--- config.mk ---
export PLATFORM = sky130hd
export DESIGN_NAME = mac_product_accumulator
export DESIGN_NICKNAME = d
export VERILOG_FILES = /design/src/rtl/mac_product_accumulator.sv
export SDC_FILE = /design/constraint.sdc
export NUM_CORES = 1
export LEC_CHECK = 0
export BUFFER_PORTS_ARGS = -buffer_cell sky130_fd_sc_hd__buf_2
export CORE_MARGIN = 2
export CORE_UTILIZATION = 53
export CTS_BUF_LIST = sky130_fd_sc_hd__clkbuf_2 sky130_fd_sc_hd__clkbuf_4 sky130_fd_sc_hd__clkbuf_8
export DETAILED_ROUTE_END_ITERATION = 10
export PLACE_DENSITY = 0.79
export SYNTH_ARGS = -nofsm -noshare
export SYNTH_HDL_FRONTEND = slang
export SYNTH_SLANG_ARGS = --single-unit
--- constraint.sdc ---
create_clock -name clk -period 2.4 [get_ports clk]
set_clock_uncertainty 0.1 [all_clocks]
set_input_delay 0.36 -clock clk [delete_from_list [all_inputs] [get_ports clk]]
set_output_delay 0.36 -clock clk [all_outputs]
set_load 0.005 [all_outputs]
--- src/rtl/mac_product_accumulator.sv ---
// Accumulates a programmable-length run of multiplier products into a wide signed sum
// and presents it on a valid/ready port. Optional feature macro: ACC_SATURATE_EN (clamp instead of wrap).
module mac_product_accumulator #(
    parameter int P_WIDTH   = 16,
    parameter int ACC_WIDTH = 32,
    parameter int LEN_WIDTH = 8
) (
    input  logic                 clk,
    input  logic                 reset,
    input  logic                 start,
    input  logic [LEN_WIDTH-1:0] len,
    input  logic                 p_valid,
    input  logic [P_WIDTH-1:0]   p_data,
    input  logic                 p_signed,
    output logic                 p_ready,
    output logic                 out_valid,
    input  logic                 out_ready,
    output logic [ACC_WIDTH-1:0] acc_out,
    output logic                 busy,
    output logic                 overflow
);

    localparam logic [1:0] S_IDLE = 2'd0;
    localparam logic [1:0] S_ACC  = 2'd1;
    localparam logic [1:0] S_HOLD = 2'd2;

    localparam logic [LEN_WIDTH-1:0] LEN_ZERO = '0;
    localparam logic [LEN_WIDTH-1:0] LEN_ONE  = LEN_WIDTH'(1);

    localparam logic [ACC_WIDTH-1:0] ACC_MAX = {1'b0, {(ACC_WIDTH-1){1'b1}}};
    localparam logic [ACC_WIDTH-1:0] ACC_MIN = {1'b1, {(ACC_WIDTH-1){1'b0}}};

    logic [1:0]           state;
    logic [LEN_WIDTH-1:0] count;
    logic [ACC_WIDTH-1:0] acc;
    logic                 ovf;

    logic [ACC_WIDTH-1:0] operand;
    logic [ACC_WIDTH:0]   sum;
    logic                 sum_ovf;
    logic [ACC_WIDTH-1:0] next_acc;
    logic                 beat;

    always_comb begin
        operand = '0;
        if (p_signed) begin
            operand = {{(ACC_WIDTH-P_WIDTH){p_data[P_WIDTH-1]}}, p_data};
        end else begin
            operand = {{(ACC_WIDTH-P_WIDTH){1'b0}}, p_data};
        end
    end

    // One guard bit above the accumulator exposes signed overflow as a top-two-bit mismatch.
    always_comb begin
        sum     = {acc[ACC_WIDTH-1], acc} + {operand[ACC_WIDTH-1], operand};
        sum_ovf = sum[ACC_WIDTH] ^ sum[ACC_WIDTH-1];
    end

`ifdef ACC_SATURATE_EN
    always_comb begin
        next_acc = sum[ACC_WIDTH-1:0];
        if (sum_ovf) begin
            next_acc = sum[ACC_WIDTH] ? ACC_MIN : ACC_MAX;
        end
    end
`else
    always_comb begin
        next_acc = sum[ACC_WIDTH-1:0];
    end
`endif

    assign beat = p_valid && (state == S_ACC);

    always_ff @(posedge clk or negedge reset) begin
        if (!reset) begin
            state <= S_IDLE;
            count <= '0;
            acc   <= '0;
            ovf   <= 1'b0;
        end else begin
            case (state)
                S_IDLE: begin
                    if (start) begin
                        count <= len;
                        acc   <= '0;
                        ovf   <= 1'b0;
                        state <= (len == LEN_ZERO) ? S_HOLD : S_ACC;
                    end
                end
                S_ACC: begin
                    if (beat) begin
                        acc   <= next_acc;
                        count <= count - LEN_ONE;
                        if (sum_ovf) begin
                            ovf <= 1'b1;
                        end
                        if (count == LEN_ONE) begin
                            state <= S_HOLD;
                        end
                    end
                end
                S_HOLD: begin
                    if (out_ready) begin
                        state <= S_IDLE;
                    end
                end
                default: begin
                    state <= S_IDLE;
                end
            endcase
        end
    end

    assign p_ready   = (state == S_ACC);
    assign out_valid = (state == S_HOLD);
    assign busy      = (state == S_ACC) || (state == S_HOLD);
    assign acc_out   = acc;
    assign overflow  = ovf;

endmodule

==> reports/metrics.cfg <==
[run_status]
status=finished, violations left
violations=setup timing

[logic_synthesis]
synth_nets=517
synth_edf_count=0
ys_ff_latch=43
netlist.area_leader.share=0.291
synth_cell_types=73
async_flop_share=1.00
synth_top_cell_by_area=dfrtp_1
synth_ff_type=dfrtp_1
synth_area_per_cell_sq_um=7.94
synthCells=465
yosysWarnings=0
synthTopCellsByArea=dfrtp_1, ha_1, o21ai_0
seq_area_frac_synth=0.291
synthesis.area_sq_um=3690

[cells_and_area]
layout.cells.non_filler=714
final_area_sq_um=5410
fin_util=0.800
drive_above_1_share=0.401
fin_nets=685
diodes=0
area_delta_synth_final_pct=46.4

[cts]
htreeDepth=2
cts.sinks=43
cts_max_path_buffers=2
clkLatencyLatePin_ns=0.31
cts_tree=built
cts_buffers=5
clk_transition_reported_paths_ns=0.10
root_buffer=clkbuf_8

[sta]
drv_slew=0
rsz0062_at_grt=yes
fin_crit_sh=1.16
slew_headroom=0.499
worst_slack_ns=-0.390
hold_viol_final=0
report.final.setup_viol=22
max_freq_mhz=358
tightest_slew_ns=0.752
hold_slack_ns=0.292
min_period_ns=2.79

[grt]
track_usage=0.345
grt_first_pass_wirelength_microns=20800
antenna_found_initial=0
grt_pass1_vias=4513
grt_max_degree=28
grt_overflow=0

[die]
die_area_sq_um=7650
start_util=0.547
die_h_microns=87.5
top_level_ports=66
dieWidth_microns=87.5
row_count=30
coreArea_sq_um=6760

[worst_setup_path]
critical_path_class=reg2reg
rr_startpoint=acc_out[2]
cp_slowest_stage_delay_ns=0.42
path_buf_inv=1
cp-startpoint=acc_out[2]
cp-start-kind=flip-flop
path_common_cell=a21o_1
cp-end-kind=flip-flop
crit_fanout=5
cp.required_ns=2.48
cp_slowest_cell=dfrtp_1
path_cells=ha_4 > a21o_1 > o2111ai_2 > a21oi_4 > o31a_1 > buf_4 > a21o_1 > a21oi_2 > xor2_1 > o21ai_0
cp.arrival_ns=2.87
critical_path.top_delay_family=compound AO/OA/AOI/OAI gates

[placement]
placed_cells=678
place.gp.congestion=0.913
detailed_place_hpwl_microns=8580
dpl_cell_area_sq_um=4790
io_buffers=65

[hold_path]
hold_path_startpoint=len[6]
hold_class=in2reg

[drt]
drtPass1Iterations=9
postRouteWirelength_microns=14700
vias=4787
antenna_left=0
via_per_inst=6.70
drtIter0Drc=582
wire_per_inst_microns=20.6
drcViolationCount=0

[pwr]
vdd_drop_max_v=0.000712
leakagePower_nw=2.49
power_density_nw_per_um2=1250
p_total_mw=6.74

[job]
drv_cap=0

kinds of logic after synthesis:
group	Yosys count	synth area share
simple gates	174	0.239
compound gates	160	0.286
flops	43	0.291
buf+inv	40	0.0423
fa+ha+maj	23	0.0793
xor+xnor	16	0.0379
mux	9	0.0247
worst paths after layout:
kind | cells after the start | slack [ns] | to
worst max-delay path | 10 | -0.39 | acc_out[13]
worst min-delay path | 3 | 0.29 | count[6]
worst max register to register | 10 | -0.39 | acc_out[13]
worst min register to register | 1 | 0.43 | acc_out[30]
max in group asynchronous | 3 | 1.06 | count[4]
min in group asynchronous | 2 | 0.52 | acc_out[9]
cell type report:
class,instances,area [sq um]
timing repair buffer,183,1230
multi-input combinational,382,2830
fill,437,1350
clock buffer,7,96.3
clock inverter,1,7.51
sequential,43,1080
inverter,18,67.6
tap,80,100
per-stage QoR:
stage / TNS, ns / worst slack [ns]
finish: -4.08 / -0.390
global route: -5.67 / -0.440
CTS: -1.01 / -0.120
detailed placement: -4.72 / -0.328
global placement: -3.74 / -0.296
floorplan: -0.205 / -0.125
layout by cell type, fill, tap and decap left out, drive strengths merged, types with 8 or more instances in the layout:
cell     n
buf    182
nand2   58
o21ai   52
dfrtp   43
a21oi   40
nor2    27
nand3   22
ha      21
inv     18
a21o    10
or3     10
nor3     9
xnor2    9
a31oi    8
nor4     8
mux2i    8
registers in the layout (all words and copies together) (netlist names):
| name | flops |
|---|---|
| state | 2 |
| overflow | 1 |
| acc_out | 32 |
| count | 8 |
worst reg2reg max path, delay by kind of cell, from the launching register on:
kind	cells	cell delay [ns]
AO/OA/AOI/OAI	7	1.53
flip-flops	1	0.42
adder cells (fa/ha/maj)	1	0.25
XOR/XNOR	1	0.19
buffers and inverters	1	0.18
repair_timing:
item / in CTS / in global routing
hold buffers: 1 / 0
setup endpoints to repair: 20 / 21
gates cloned: 0 / 0
gates resized for setup: 35 / 34
pin swaps: 31 / 30
setup buffers: 14 / 13
endpoints found under the hold margin: 5 / 0
layer usage:
| layer | global-route usage | vias up | wire length [microns] |
|---|---|---|---|
| met1 | 0.408 | 2218 | 5390 |
| met2 | 0.607 | 384 | 7160 |
| met3 | 0.0512 | 122 | 1330 |
| met4 | 0.166 | 0 | 847 |
| li1 | - | 2063 | - |
| met5 | 0 | - | 0 |
report_power, final:
| part | internal (mW) | total [mW] | switching, mW |
|---|---|---|---|
| logic | 2.18 | 4.85 | 2.68 |
| registers | 1.02 | 1.32 | 0.302 |
| clock network | 0.263 | 0.568 | 0.305 |
| total | 3.46 | 6.74 | 3.28 |
Yosys cell counts, types with 7 or more instances:
library cell	n
nor3_1	9
nor4_1	8
nand3_1	22
nand2b_1	7
or3_1	9
a21oi_1	37
xor2_1	7
ha_1	21
inv_1	18
a21o_1	9
mux2i_1	8
dfrtp_1	43
xnor2_1	9
a31oi_1	8
nor2_1	27
clkbuf_1	16
o21ai_0	48
nand2_1	58
(Power assumes the default switching activity.)
